## config.mk

```make
export PLATFORM = sky130hd
export DESIGN_NAME = uart_rx
export DESIGN_NICKNAME = d
export VERILOG_FILES = /design/src/rtl/uart_rx.sv
export SDC_FILE = /design/constraint.sdc
export NUM_CORES = 1
export LEC_CHECK = 0
export ABC_AREA = 1
export CAP_MARGIN = 20
export CELL_PAD_IN_SITES_DETAIL_PLACEMENT = 1
export CELL_PAD_IN_SITES_GLOBAL_PLACEMENT = 1
export CORE_MARGIN = 2
export CORE_UTILIZATION = 46
export CTS_CLUSTER_DIAMETER = 60
export DETAILED_ROUTE_END_ITERATION = 16
export PLACE_DENSITY = 0.93
export RECOVER_POWER = 25
export REMOVE_ABC_BUFFERS = 1
export SETUP_SLACK_MARGIN = 0.02
export SYNTH_ARGS = -nofsm -noshare
export SYNTH_HDL_FRONTEND = slang
export SYNTH_SLANG_ARGS = --single-unit
```

## constraint.sdc

```tcl
create_clock -name clock -period 2.4 [get_ports clock]
set_input_delay 0.36 -clock clock [delete_from_list [all_inputs] [get_ports clock]]
set_output_delay 0.36 -clock clock [all_outputs]
set_load 0.005 [all_outputs]
```

## src/rtl/uart_rx.sv

```systemverilog
// rtl/uart_rx.sv - oversampling 9N1 UART receiver with framing-error detection
`timescale 1ns/1ps
module uart_rx #(
    parameter int CLK_HZ      = 25000000,
    parameter int BAUD_RATE   = 9600,
    parameter int SAMPLE_RATE = 16
) (
    input  logic       clock,
    input  logic       reset,
    input  logic       rx,
    output logic [8:0] data,
    output logic       data_valid,
    output logic       framing_error,
    output logic       busy
);

    localparam int DIV = CLK_HZ / (BAUD_RATE * SAMPLE_RATE);
    localparam int TW  = (DIV > 1) ? $clog2(DIV) : 1;
    localparam int SW  = $clog2(SAMPLE_RATE);

    localparam logic [TW-1:0] TICK_LAST = TW'(DIV - 1);
    localparam logic [SW-1:0] HALF_LAST = SW'(SAMPLE_RATE / 2 - 1);
    localparam logic [SW-1:0] FULL_LAST = SW'(SAMPLE_RATE - 1);

    typedef enum logic [2:0] {IDLE, START, DATA, STOP, BREAK} state_t;

    state_t          state;
    logic            rx_meta;
    logic            rx_s;
    logic            rx_prev;
    logic [1:0]      warm;
    logic [TW-1:0]   tick_cnt;
    logic            tick;
    logic [SW-1:0]   sample_cnt;
    logic [3:0]      bit_cnt;
    logic [8:0]      shift;
    logic            start_edge;

    always_ff @(posedge clock) begin
        if (reset) begin
            rx_meta <= 1'b1;
            rx_s    <= 1'b1;
            rx_prev <= 1'b1;
        end else begin
            rx_meta <= rx;
            rx_s    <= rx_meta;
            rx_prev <= rx_s;
        end
    end

    // The synchronizer restarts holding 1s; edges are trusted only once
    // rx_s and rx_prev both carry post-reset line samples.
    always_ff @(posedge clock) begin
        if (reset)
            warm <= 2'd0;
        else if (warm != 2'd3)
            warm <= warm + 1'b1;
    end

    assign start_edge = (state == IDLE) && (warm == 2'd3) && rx_prev && !rx_s;
    assign tick       = (tick_cnt == TICK_LAST);

    always_ff @(posedge clock) begin
        if (reset || start_edge || tick)
            tick_cnt <= '0;
        else
            tick_cnt <= tick_cnt + 1'b1;
    end

    always_ff @(posedge clock) begin
        if (reset) begin
            state         <= IDLE;
            sample_cnt    <= '0;
            bit_cnt       <= '0;
            shift         <= '0;
            data          <= '0;
            data_valid    <= 1'b0;
            framing_error <= 1'b0;
            busy          <= 1'b0;
        end else begin
            data_valid    <= 1'b0;
            framing_error <= 1'b0;
            case (state)
                IDLE: begin
                    if (start_edge) begin
                        state      <= START;
                        sample_cnt <= '0;
                        busy       <= 1'b1;
                    end
                end
                START: begin
                    if (tick) begin
                        if (sample_cnt == HALF_LAST) begin
                            sample_cnt <= '0;
                            if (!rx_s) begin
                                state   <= DATA;
                                bit_cnt <= '0;
                            end else begin
                                state <= IDLE;
                                busy  <= 1'b0;
                            end
                        end else begin
                            sample_cnt <= sample_cnt + 1'b1;
                        end
                    end
                end
                DATA: begin
                    if (tick) begin
                        if (sample_cnt == FULL_LAST) begin
                            sample_cnt <= '0;
                            shift      <= {rx_s, shift[8:1]};
                            if (bit_cnt == 4'd8) begin
                                bit_cnt <= '0;
                                state   <= STOP;
                            end else begin
                                bit_cnt <= bit_cnt + 1'b1;
                            end
                        end else begin
                            sample_cnt <= sample_cnt + 1'b1;
                        end
                    end
                end
                STOP: begin
                    if (tick) begin
                        if (sample_cnt == FULL_LAST) begin
                            sample_cnt <= '0;
                            if (rx_s) begin
                                data       <= shift;
                                data_valid <= 1'b1;
                                state      <= IDLE;
                                busy       <= 1'b0;
                            end else begin
                                framing_error <= 1'b1;
                                state         <= BREAK;
                            end
                        end else begin
                            sample_cnt <= sample_cnt + 1'b1;
                        end
                    end
                end
                BREAK: begin
                    if (rx_s) begin
                        state <= IDLE;
                        busy  <= 1'b0;
                    end
                end
                default: begin
                    state <= IDLE;
                    busy  <= 1'b0;
                end
            endcase
        end
    end

endmodule
```

==> results.json, run 1 <==
{
  "status": "complete, no violations",
  "drive_above_1_share_pct": 12.5,
  "p_per_area_nw_per_um2": 970,
  "power_frac_comb_pct": 35.9,
  "rows": 24,
  "synth_compound_area_share_pct": 13.1,
  "tightest_slew_ps": 700,
  "diodes": 0,
  "synth_top_family_by_area": "simple AND/OR/NAND/NOR gates",
  "synthToLayoutAreaGrowth_pct": 13.2,
  "clock_path_buffers": 2,
  "power_switching_mw": 0.919,
  "placed_cells": 339,
  "start_util_pct": 48.5,
  "end_kind": "flop",
  "leakagePower_nw": 0.964,
  "ys_warn_count": 0,
  "synthSimpleGateAreaFrac_pct": 31.4,
  "ant_nets": 0,
  "crit_chain": "ha_1 -> nand3_4 -> nor3_2 -> nand3_2 -> o21ai_0 -> a21oi_1",
  "ys_ff_latch": 45,
  "synth_top_cell_area_share_pct": 41.8,
  "finClkSkew_ps": 4.97,
  "hold_path.class": "reg -> reg",
  "seqPwrFrac_pct": 39.1,
  "synth_most_common_cell": "dfxtp_1",
  "utilization_pct": 55.0,
  "routed_via_density": 5.51,
  "post_cts_buffers": 0,
  "cts_buffers": 5,
  "synthXorXnorAreaFrac_pct": 1.62,
  "hold_viol": 0,
  "die_w_um": 72.5,
  "cp_data_arrival_time_ps": 2050,
  "cts_tree": "yes",
  "irDropWorstVdd_v": 0.000530,
  "ys_top_cells_by_count": "45 x dfxtp_1, 44 x nor2_1, 30 x nand2_1",
  "cts_root_buf": "clkbuf_8",
  "wl_per_cell_um": 14.7,
  "crit_family": "simple AND/OR/NAND/NOR gates",
  "grt.total_usage_pct": 21.8,
  "power_mw": 2.37,
  "firstDrtPassIters": 4,
  "fmax_mhz": 534,
  "hold_buffers": 0,
  "synth_cell_types": 36,
  "relSlewSlack_pct": 53.3,
  "synth_mux_area_share_pct": 0,
  "cts_num_sinks": 45,
  "critPathKind": "reg -> reg",
  "cpMaxStageDelayCell": "dfxtp_1",
  "ios": 15,
  "p_int_mw": 1.45,
  "fin_crit_ps": 1870,
  "drcViolationCount": 0,
  "die_area_sq_um": 5250,
  "instances_no_fill": 347,
  "worstPathRequired_ps": 2580,
  "synthFlopType": "dfxtp_1",
  "syn_area_sq_um": 2160,
  "dieHeight_um": 72.5,
  "via_count": 1911,
  "fin_crit_sh_pct": 78.0,
  "crit_fanout": 18,
  "cts.clk_slew.worst_paths_ps": 80,
  "grt-ovfl-total": 0,
  "cap_violations": 0,
  "insertion_delay_ps": 300,
  "grt_pass1_wl_um": 9000,
  "holdWs_ps": 429,
  "power.share.switching_pct": 38.8,
  "rsz0062_at_grt": "no",
  "worst-path-buf-inv": 0,
  "htree_num_levels": 2,
  "coreArea_sq_um": 4440,
  "yosysSeqAreaShare_pct": 41.8,
  "post-dp-hpwl_um": 3720,
  "finalSetupViolCount": 0,
  "fin_setup_tns_ps": 0,
  "grt_max_degree": 19,
  "globalplace.congestion": 0.857,
  "synth_cells": 278,
  "portBuffers": 14,
  "postSynthAreaPerCell_sq_um": 7.76,
  "synth_edf_count": 0,
  "finish.net_count": 303,
  "startpoint_type": "flop",
  "grt_pass1_vias": 1949,
  "drv_slew": 0,
  "drt_iter0_drc": 139,
  "antenna_found_initial": 0,
  "wirelength_um": 5090,
  "clockPowerShare_pct": 25.0,
  "synth_area_leader_cell": "dfxtp_1",
  "yosys.area_share.adder_pct": 3.48,
  "cts_resized": 0,
  "async_flop_share_pct": 0,
  "cp_slowest_stage_delay_ps": 380,
  "synth_area_leaders": "dfxtp_1 42%, nor2_1 7.7%, nand2_1 5.2%, inv_1 5.0%, a21oi_1 4.6%"
}
-- state kept, by name (all words and copies together), names as in the netlist --
signal	flops
data	9
rx_s	1
data_valid	1
rx_prev	1
framing_error	1
busy	1
bit_cnt	4
rx_meta	1
tick_cnt	8
warm	2
sample_cnt	4
state	3
shift	9
-- per-layer routing --
layer,wire [um],track usage (%),share of wire (%)
met5,0,0,0
met4,143,8.85,2.8
met3,110,4.03,2.2
met2,2560,38.0,50
met1,2270,26.5,45
-- power by group through the flow --
stage | clock, mW | sequential (mW) | combinational, mW
finish | 0.592 | 0.925 | 0.851
global route | 0.637 | 0.942 | 0.975
CTS | 0.609 | 0.925 | 0.864
detailed placement | 0 | 0.941 | 0.846
global placement | 0 | 0.936 | 0.803
floorplan | 0 | 0.920 | 0.664
-- per-stage QoR --
| stage | setup WS (ps) | area (sq um) |
|---|---|---|
| after floorplan | 865 | 2110 |
| after global placement | 700 | 2330 |
| after detailed placement | 537 | 2330 |
| after CTS | 495 | 2450 |
| after global routing | 268 | 2440 |
| final | 527 | 2440 |
-- layout by cell type, fill, tap and decap left out, drive strengths merged --
master	synthesis	layout
a211oi	1	1
a21oi	20	20
a22oi	1	1
and3	1	1
bufinv	0	1
clkbuf	3	9
clkdlybuf4s50	0	5
clkinvlp	0	1
dfxtp	45	45
dlygate4sd3	0	9
ha	6	6
inv	36	36
nand2	34	34
nand3	19	19
nand3b	1	1
nand4	2	2
nor2	49	49
nor3	16	16
nor3b	1	1
nor4	9	9
o211ai	1	1
o21ai	20	20
o21bai	1	1
or2	3	3
xnor2	1	1
xor2	3	3
-- layout make-up --
type                            count  area (sq um)
Sequential cell                    45           901
Fill cell                         554          2000
Timing Repair Buffer               17           151
Clock buffer                        6          82.6
Multi-Input combinational cell    189          1070
Inverter                           36           135
Clock inverter                      2          37.5
Tap cell                           52          65.1
-- worst paths after layout --
kind | start | end | slack [ps] | depth (start not counted)
max | sample_cnt[0] | data[5] | 530 | 6
min | rx_meta | rx_s | 430 | 1
max reg2reg | sample_cnt[0] | data[5] | 530 | 6
min reg2reg | rx_meta | rx_s | 430 | 1
-- kinds of logic (layout without fill, tap and decap cells) --
kind of cell,after synthesis,after routing
simple gates,135,135
xor+xnor,4,4
compound gates,44,44
buf+inv,44,61
flops,45,45
fa+ha+maj,6,6
(Power assumes the default switching activity.)
==> run 2: changes to the inputs <==
--- a/config.mk
+++ b/config.mk
@@ -10,10 +10,10 @@
 export CELL_PAD_IN_SITES_DETAIL_PLACEMENT = 1
 export CELL_PAD_IN_SITES_GLOBAL_PLACEMENT = 1
 export CORE_MARGIN = 2
-export CORE_UTILIZATION = 46
+export CORE_UTILIZATION = 43
 export CTS_CLUSTER_DIAMETER = 60
 export DETAILED_ROUTE_END_ITERATION = 16
-export PLACE_DENSITY = 0.93
+export PLACE_DENSITY = 0.88
 export RECOVER_POWER = 25
 export REMOVE_ABC_BUFFERS = 1
 export SETUP_SLACK_MARGIN = 0.02
==> constraint.sdc (replaced) <==
create_clock -name clock -period 1.8 [get_ports clock]
set_input_delay 0.27 -clock clock [delete_from_list [all_inputs] [get_ports clock]]
set_output_delay 0.27 -clock clock [all_outputs]
set_load 0.005 [all_outputs]
==> results.json, run 2 (same netlist as run 1, synthesis figures left out) <==
{
  "status": "complete, no violations",
  "cts_root_buf": "clkbuf_8",
  "final_cell_mix": "44 x nor2_1, 43 x dfxtp_1, 30 x nand2_1",
  "final_common_cell": "nor2_1",
  "cp_data_arrival_time_ps": 1930,
  "crit_fanout": 7,
  "portBuffers": 14,
  "hold_buffers": 0,
  "hold_viol": 0,
  "drv_slew": 0,
  "htree_num_levels": 2,
  "start_util_pct": 45.1,
  "diodes": 0,
  "leakagePower_nw": 1.01,
  "cp_slowest_stage_delay_ps": 340,
  "cts_tree": "yes",
  "coreArea_sq_um": 4790,
  "ios": 15,
  "grt_max_degree": 19,
  "grt.total_usage_pct": 19.2,
  "fin_crit_sh_pct": 95.4,
  "finalSetupViolCount": 0,
  "crit_family": "simple AND/OR/NAND/NOR gates",
  "wirelength_um": 5140,
  "placed_cells": 357,
  "relSlewSlack_pct": 58.6,
  "n_fill_cell": 615,
  "startpoint_type": "flop",
  "multiInputGateArea_sq_um": 1090,
  "die_w_um": 74.8,
  "p_per_area_nw_per_um2": 1220,
  "dieHeight_um": 74.8,
  "reg_top3": "data: 9 flops, shift: 9 flops, tick_cnt: 8 flops",
  "via_count": 1885,
  "drt_iter0_drc": 40,
  "cap_violations": 0,
  "globalplace.congestion": 0.804,
  "clock_path_buffers": 2,
  "drive_above_1_share_pct": 16.8,
  "irDropWorstVdd_v": 0.000914,
  "worst-path-buf-inv": 2,
  "grt-ovfl-total": 0,
  "die_area_sq_um": 5600,
  "cts_buffers": 5,
  "insertion_delay_ps": 290,
  "cts.clk_slew.worst_paths_ps": 80,
  "seqCellArea_sq_um": 903,
  "grt_pass1_wl_um": 8360,
  "worstPathRequired_ps": 2020,
  "grt_pass1_vias": 1874,
  "instances_no_fill": 371,
  "tightest_slew_ps": 620,
  "post-dp-hpwl_um": 3540,
  "rsz0062_at_grt": "yes",
  "end_kind": "flop",
  "fmax_mhz": 582,
  "firstDrtPassIters": 4,
  "routed_via_density": 5.08,
  "fin_area_sq_um": 2540,
  "rows": 25,
  "finClkSkew_ps": 2.98,
  "hold_path.class": "reg -> reg",
  "wl_per_cell_um": 13.8,
  "synthToLayoutAreaGrowth_pct": 17.9,
  "fin_crit_ps": 1720,
  "drcViolationCount": 0,
  "ant_nets": 0,
  "crit_chain": "inv_1 -> ha_1 -> nand2_1 -> nor2_4 -> nand2_4 -> nor3_4 -> buf_4 -> nor2_1 -> nor3_1",
  "finish.net_count": 313,
  "cpMaxStageDelayCell": "dfxtp_2",
  "placed_cell_area_sq_um": 2370,
  "cts_num_sinks": 45,
  "antenna_found_initial": 0,
  "critPathKind": "reg -> reg"
}
## run 2: changes by cell type in the layout (fill, tap and decap cells not counted), moves of 2 or more
cell	before	now
dfxtp_2	0	2
clkbuf_1	3	1
dfxtp_1	45	43
buf_4	0	11
## run 2: layout make-up
type                    instances  area share (%)
flip-flops and latches         45            35.5
multi-input cells             190            42.9
repair buffers                 26            8.90
clock inverters                 2            1.38
inverters                      36            5.31
clock buffers                   5            2.71
well taps                      67            3.30
## run 2: worst register-to-register path: cells and delay by family (launching register included)
kind	cells	cell delay [ps]
flops	1	340
fa+ha+maj	1	130
simple gates	6	930
buf+inv	2	240
## run 2: layer usage
layer / up-vias / track usage (%) / share of wire (%)
met5: - / 0 / 0
met4: 0 / 6.94 / 1.6
met3: 9 / 3.61 / 1.8
met2: 22 / 33.7 / 50
met1: 891 / 23.3 / 46
li1: 963 / - / -
## run 2: power by group
| part | switching, mW | internal (mW) |
|---|---|---|
| Combinational | 0.756 | 0.399 |
| Sequential | 0.116 | 1.10 |
| Clock | 0.329 | 0.403 |
| Total | 1.20 | 1.90 |
## run 2: timing repair
action	in CTS	in global routing
resized for setup	1	4
pin swaps	0	4
buffers inserted	0	6
cloned	0	1
endpoints found under the setup margin	3	27
## run 2: worst paths after layout
| kind | from | endpoint | slack, ps | depth (start not counted) |
|---|---|---|---|---|
| setup / recovery | tick_cnt[1] | shift[5] | 80 | 9 |
| hold / removal | rx_meta | rx_s | 430 | 1 |
| setup reg to reg | tick_cnt[1] | shift[5] | 80 | 9 |
| hold reg to reg | rx_meta | rx_s | 430 | 1 |
## run 2: metrics by stage
| step | power (mW) | setup WS, ps | utilization, % | TNS (ps) | hold slack [ps] |
|---|---|---|---|---|---|
| floorplan | 2.11 | 265 | - | 0 | 339 |
| global placement | 2.34 | 172 | 49.6 | 0 | 395 |
| detailed placement | 2.39 | 20.9 | 49.6 | 0 | 410 |
| CTS | 3.14 | 29.3 | 51.9 | 0 | 443 |
| global route | 3.37 | -15.7 | 53.2 | -29.3 | 441 |
| finish | 3.10 | 82.7 | 53.2 | 0 | 429 |
